--- config.mk ---
export PLATFORM = sky130hd
export DESIGN_NAME = nibble_add_sched
export DESIGN_NICKNAME = d
export VERILOG_FILES = /design/src/rtl/nibble_add_sched.sv
export SDC_FILE = /design/constraint.sdc
export NUM_CORES = 1
export LEC_CHECK = 0
export ABC_AREA = 1
export BUFFER_PORTS_ARGS = -buffer_cell sky130_fd_sc_hd__buf_4
export CORE_MARGIN = 1.5
export CORE_UTILIZATION = 43
export CTS_CLUSTER_SIZE = 30
export DETAILED_ROUTE_END_ITERATION = 12
export PLACE_DENSITY = 0.69
export SYNTH_ARGS = -nofsm -noshare
export SYNTH_HDL_FRONTEND = slang
export SYNTH_SLANG_ARGS = --single-unit
export TNS_END_PERCENT = 50
--- constraint.sdc ---
create_clock -name clk -period 1.5 [get_ports clk]
set_input_delay 0.3 -clock clk [delete_from_list [all_inputs] [get_ports clk]]
set_output_delay 0.3 -clock clk [all_outputs]
set_load 0.02 [all_outputs]
--- src/rtl/nibble_add_sched.sv ---
// Two-requester round-robin scheduler that runs WIDTH-bit adds nibble-serially through one
// shared external 4-bit adder slice, LSB nibble first, with the carry registered between nibbles.
module nibble_add_sched #(
    parameter int unsigned WIDTH = 16
) (
    input  logic             clk,
    input  logic             rst_n,
    input  logic             req0_valid,
    output logic             req0_ready,
    input  logic [WIDTH-1:0] req0_a,
    input  logic [WIDTH-1:0] req0_b,
    input  logic             req0_cin,
    input  logic             req1_valid,
    output logic             req1_ready,
    input  logic [WIDTH-1:0] req1_a,
    input  logic [WIDTH-1:0] req1_b,
    input  logic             req1_cin,
    output logic             rsp_valid,
    input  logic             rsp_ready,
    output logic [WIDTH-1:0] rsp_sum,
    output logic             rsp_cout,
    output logic             rsp_id,
    output logic             busy,
    output logic [3:0]       slice_a,
    output logic [3:0]       slice_b,
    output logic             slice_cin,
    input  logic [3:0]       slice_sum,
    input  logic             slice_cout
);

    localparam int unsigned NNIB = WIDTH / 4;
    localparam int unsigned KW   = (NNIB > 1) ? $clog2(NNIB) : 1;

    typedef enum logic [1:0] {StIdle, StAdd, StDone} state_e;

    state_e                 state_q;
    logic [NNIB-1:0][3:0]   a_q;
    logic [NNIB-1:0][3:0]   b_q;
    logic [NNIB-1:0][3:0]   sum_q;
    logic                   carry_q;
    logic                   id_q;
    logic                   last_q;
    logic [KW-1:0]          k_q;

    logic gnt1;
    logic idle;
    logic accept;

    // last_q holds the requester served last; on contention the other one wins.
    assign idle   = (state_q == StIdle);
    assign gnt1   = req1_valid & (~req0_valid | ~last_q);
    assign accept = idle & (req0_valid | req1_valid);

    // Gated by rst_n so the handshake is silent while reset is held.
    assign req0_ready = rst_n & idle & req0_valid & ~gnt1;
    assign req1_ready = rst_n & idle & gnt1;

    assign busy      = ~idle;
    assign rsp_valid = (state_q == StDone);
    assign rsp_sum   = rsp_valid ? sum_q : '0;
    assign rsp_cout  = rsp_valid & carry_q;
    assign rsp_id    = rsp_valid & id_q;

    always_comb begin
        slice_a   = 4'h0;
        slice_b   = 4'h0;
        slice_cin = 1'b0;
        if (state_q == StAdd) begin
            slice_a   = a_q[k_q];
            slice_b   = b_q[k_q];
            slice_cin = carry_q;
        end
    end

    always_ff @(posedge clk or negedge rst_n) begin
        if (!rst_n) begin
            state_q <= StIdle;
            a_q     <= '0;
            b_q     <= '0;
            sum_q   <= '0;
            carry_q <= 1'b0;
            id_q    <= 1'b0;
            last_q  <= 1'b1;
            k_q     <= '0;
        end else begin
            unique case (state_q)
                StIdle: begin
                    if (accept) begin
                        a_q     <= gnt1 ? req1_a : req0_a;
                        b_q     <= gnt1 ? req1_b : req0_b;
                        carry_q <= gnt1 ? req1_cin : req0_cin;
                        id_q    <= gnt1;
                        last_q  <= gnt1;
                        k_q     <= '0;
                        state_q <= StAdd;
                    end
                end
                StAdd: begin
                    sum_q[k_q] <= slice_sum;
                    carry_q    <= slice_cout;
                    if (k_q == KW'(NNIB - 1)) begin
                        state_q <= StDone;
                    end else begin
                        k_q <= k_q + 1'b1;
                    end
                end
                StDone: begin
                    if (rsp_ready) begin
                        state_q <= StIdle;
                    end
                end
                default: state_q <= StIdle;
            endcase
        end
    end

endmodule

## Word level (Yosys, flattened, before mapping)

Cells that the tools add are included.

| word-level totals | value |
|---|---|
| register bits | 55 |
| latch bits | 0 |
| memory bits (writable) | 0 |
| ROM bits | 0 |
| input port bits | 76 |
| output and inout bits | 31 |
| memories | 0 |

| operators by class | value |
|---|---|
| add/sub/neg operators | 1 |
| $mul | 0 |
| div/mod/pow operators | 0 |
| magnitude comparators | 2 |
| equality and inequality tests | 7 |
| shift operators | 0 |
| mux-type cells | 23 |
| bitwise operators | 14 |
| reduce and logical (&&, ||, !) cells | 7 |

Operator list:

| kind | count |
|---|---|
| $mux W16 | 3 |
| $mux W4 | 5 |
| $bmux W4 S2 | 2 |
| $bwmux W16 | 1 |
| $mux W2 | 5 |
| $and A1 B1 Y1 | 8 |
| $demux W4 S2 | 1 |
| $ne A2 B1 Y1 const B | 3 |
| $pmux W2 S3 | 1 |
| $reduce_and A3 Y1 | 2 |
| $eq A2 B2 Y1 const B | 2 |
| $not A1 Y1 | 4 |
| $pmux W2 S2 | 1 |
| $reduce_and A2 Y1 | 2 |
| $lt A2 B3 Y1 const B | 1 |
| $mux W1 | 3 |
| $add A2 B1 Y2 const B | 1 |
| $eq A2 B1 Y1 const B | 1 |
| $ge A2 B1 Y1 const B | 1 |
| $logic_not A2 Y1 | 1 |
| $ne A2 B2 Y1 const B | 1 |
| $or A1 B1 Y1 | 2 |
| $pmux W1 S2 | 1 |
| $reduce_bool A2 Y1 | 1 |
| $logic_and A1 B1 Y1 | 1 |

## Depth between registers and ports, before layout

| depth | value |
|---|---|
| word-level depth | 6 |
| gate-level depth with buffers | 7 |
| gate-level depth less buffers | 6 |

## Worst setup path before layout

No wires, ideal clock.

| timing | value |
|---|---|
| path kind | register to output |
| start point | register last_q |
| end point | output port req0_ready |
| arrival | 1.467 ns |
| slack | -0.267 ns |
| stages on the path, launching flop included | 6 |
| buffers on the path | 1 |
| cell sequence | dfstp_2 nand2_1 nand2_1 buf_6 inv_1 nor4_1 |

| on the way | value |
|---|---|
| cells in the longest elaborated chain, start to end | 5 |

RTL lines:

| item | line | source |
|---|---|---|
| start: declaration | 42 | `logic last_q;` |
| start signal: assignment | 93 | `last_q <= gnt1;` |
| $not A1 Y1 | 51 | `assign gnt1 = req1_valid & (~req0_valid \| ~last_q);` |
| $or A1 B1 Y1 | 51 |  |
| $and A1 B1 Y1 | 51 |  |
| $not A1 Y1 | 55 | `assign req0_ready = rst_n & idle & req0_valid & ~gnt1;` |
| $and A1 B1 Y1 | 55 |  |
| end: declaration | 9 | `output logic req0_ready,` |

Every way passes these cells.

## Worst setup path in the final report

| timing | value |
|---|---|
| start point | register k_q[0] |
| end point | output port slice_b[0] |

| on the way | value |
|---|---|
| cells in the longest elaborated chain, start to end | 3 |

RTL lines:

| item | line | source |
|---|---|---|
| start: declaration | 43 | `logic [KW-1:0] k_q;` |
| start signal: assignment | 104 | `k_q <= k_q + 1'b1;` |
| $bmux W4 S2 | 70 | `slice_b = b_q[k_q];` |
| $mux W4 (implied by the code) | 70 |  |
| $mux W4 | 68 | `if (state_q == StAdd) begin` |
| end: declaration | 25 | `output logic [3:0] slice_b,` |

Every way passes these cells. The select of a mux whose other input is x is not followed.

==> results_dict.tcl <==
set metrics [dict create \
    syn_inst 412 \
    worstPathArrival_ns 1.45 \
    cp_max_fo 7 \
    avgViaCountPerCell 4.60 \
    synth_compound_area_frac 0.155 \
    endpoint "slice_b[0]" \
    final_cell_area_um2 4200 \
    tritoncts "built" \
    cp.required_ns 1.20 \
    cts.sinks 55 \
    setup_ws_ns -0.246 \
    synth_fp_nets 492 \
    grt_pass1_wl_um 12100 \
    die_y_um 86.9 \
    antenna_found_initial 0 \
    dp.cells 609 \
    ir_drop_mv 0.791 \
    grt_util_all_layers 0.204 \
    drv_slew 0 \
    relSlewSlack 0.561 \
    yosys.area.top_type "dfrtp_1" \
    synth.area.mux_share 0 \
    startpoint "k_q[0]$_DFFE_PN0P_" \
    drive_above_1_share 0.309 \
    dp_slack_ns 0.0280 \
    synth-xor-area-share 0 \
    start_kind "flop" \
    violations "negative setup slack" \
    gr-total-overflow 0 \
    pwr-share-seq 0.343 \
    synth_seq_cells 55 \
    clkTransAtPathRegs_ns 0.10 \
    rr_startpoint "last_q$_DFFE_PN1P_" \
    vias 2851 \
    fin_worst_skew_ns 0.00849 \
    rsz0062_at_grt "yes" \
    clock_latency_ns 0.31 \
    fin_crit_sh 1.16 \
    grt_start_max_net_pins 66 \
    antenna_left 0 \
    yosys-top-cells-area "dfrtp_1, nand2_1, o211ai_1" \
    hpwl_um 5590 \
    setup_viol_count_final 29 \
    combPwrFrac 0.516 \
    synth_adder_area_share 0.0165 \
    ys.flop_type "dfrtp_1" \
    synth.yosys.warnings 0 \
    power.leakage_nw 2.30 \
    crit_type "reg2out" \
    wire_per_inst_um 11.6 \
    syn_area_um2 3030 \
    worst_pin_slew_ns 0.659 \
    clkPwrFrac 0.142 \
    final_cells 620 \
    async_flop_share 1.00 \
    antennaDiodeCount 0 \
    synth-simple-area-share 0.246 \
    synth_top_area_share 0.446 \
    cts_made_buffers 5 \
    rr_endpoint "b_q[0]$_DFFE_PN0P_" \
    p_sw_frac 0.420 \
    wl_um 7220 \
    r2r_setup_slack_ns 0.02 \
    cts-htree-levels 2 \
    first_pass_iters 6 \
    p_total_mw 8.03 \
    endpoint_kind "output pin" \
    place.gp.congestion 0.785 \
    max-cap-violations 0 \
    grt_pass1_vias 2643 \
    postPlaceCellArea_um2 3960 \
    yosysUniqueCellTypes 20 \
    die_w_um 86.9 \
    hold_viol_final 0 \
    core_um2 6790 \
    p_int_mw 4.65 \
    area_growth_pct 38.7 \
    row_count 30 \
    hold_buffers 0 \
    cts-root-buf "clkbuf_8" \
    synth_top_family_by_area "simple AND/OR/NAND/NOR gates" \
    die-area_um2 7550 \
    avgSynthCellArea_um2 7.35 \
    synth-edff-count 0 \
    start_util 0.446 \
    p_per_area_nw_per_um2 1910 \
    fillCellCount 617 \
    run_status "complete, but fails checks" \
    ios 107 \
    holdCritPathClass "in2async" \
    nets 603 \
    cts.path.max_buffers 2 \
    ys_seq_area_frac 0.455 \
    power_switching_mw 3.37 \
    drt_iter0_markers 172 \
    post-route-min-period_ns 1.75 \
    drc 0 \
    r2r_cells 7 \
    fmax_mhz 573 \
    synth_commonest_cells "nand2_1, inv_1, nor2_1, dfrtp_1, o211ai_1" \
    port_buffers 106 \
    synth_most_common_cell "nand2_1" \
]
state kept, by name (all words and copies together), names as in the netlist:
name / flops
a_q: 16
sum_q: 16
k_q: 2
id_q: 1
state_q: 2
carry_q: 1
b_q: 16
last_q: 1
repair_timing:
| item | 4_1_cts | 5_1_grt |
|---|---|---|
| buffers inserted | 2 | 1 |
| resized for setup | 12 | 22 |
| setup endpoints to repair | 29 | 48 |
| pin swaps | 8 | 4 |
| hold endpoints to repair | 0 | 0 |
how the worst min path moves through the flow:
stage,end,cells after the start
finish,sum_q[11]$_DFFE_PN0P_,2
CTS,sum_q[11]$_DFFE_PN0P_,2
floorplan,a_q[0]$_DFFE_PN0P_,0
global route,sum_q[12]$_DFFE_PN0P_,2
detailed placement,last_q$_DFFE_PN1P_,2
global placement,last_q$_DFFE_PN1P_,2
power by group through the flow:
stage	clock [mW]	combinational (mW)	sequential [mW]
finish	1.14	4.14	2.75
global route	1.22	4.68	2.84
CTS	1.16	3.95	2.74
detailed placement	0	3.88	2.74
global placement	0	3.75	2.74
floorplan	0	2.63	2.56
per-stage QoR:
| stage | TNS, ns | hold WS [ns] | util |
|---|---|---|---|
| after floorplan | -0.754 | 0.00441 | - |
| after global routing | -7.55 | 0.175 | 0.618 |
| after detailed placement | 0 | 0.458 | 0.583 |
| final | -4.48 | 0.127 | 0.618 |
| after global placement | 0 | 0.453 | 0.583 |
| after CTS | -5.23 | 0.145 | 0.608 |
routing by layer:
metal / GRT usage / share of wire / up-vias
met5: 0 / 0 / -
met4: 0.0308 / 0.0054 / 0
met3: 0.0436 / 0.056 / 4
met2: 0.325 / 0.46 / 85
met1: 0.292 / 0.47 / 1259
li1: - / - / 1503
cell usage in the layout (no fill, tap or decap), types with 2 or more instances in the layout:
cell	count
dfrtp_1	52
buf_12	2
dfrtp_2	2
bufinv_16	2
o211ai_1	31
buf_6	6
nand2_2	7
nor2_1	48
nor2_4	3
a21oi_1	4
o21ai_1	13
inv_2	4
nor2_2	6
buf_4	113
nand2_1	125
o21ai_0	23
inv_1	59
nand3_1	2
ha_1	4
inv_4	2
a21oi_2	5
clkbuf_8	5
logic make-up after synthesis:
logic type      Yosys count
simple gates            192
compound gates           77
flops                    55
buf+inv                  84
fa+ha+maj                 4
critical path, stage by stage, from the launching register on:
cell     delay (ns)
dfrtp_2        0.45
buf_6          0.14
nor2_1         0.05
nor2_1         0.08
o21ai_0        0.11
a21oi_2        0.17
buf_4          0.15
layout make-up:
cell class,instances,area [µm²],area share
Clock buffer,5,68.8,0.0164
Clock inverter,3,67.6,0.0161
Inverter,66,253,0.0602
Multi-Input combinational cell,273,1330,0.316
Sequential cell,55,1380,0.329
Tap cell,96,120,0.0286
Timing Repair Buffer,122,983,0.234
(Power assumes the default switching activity.)
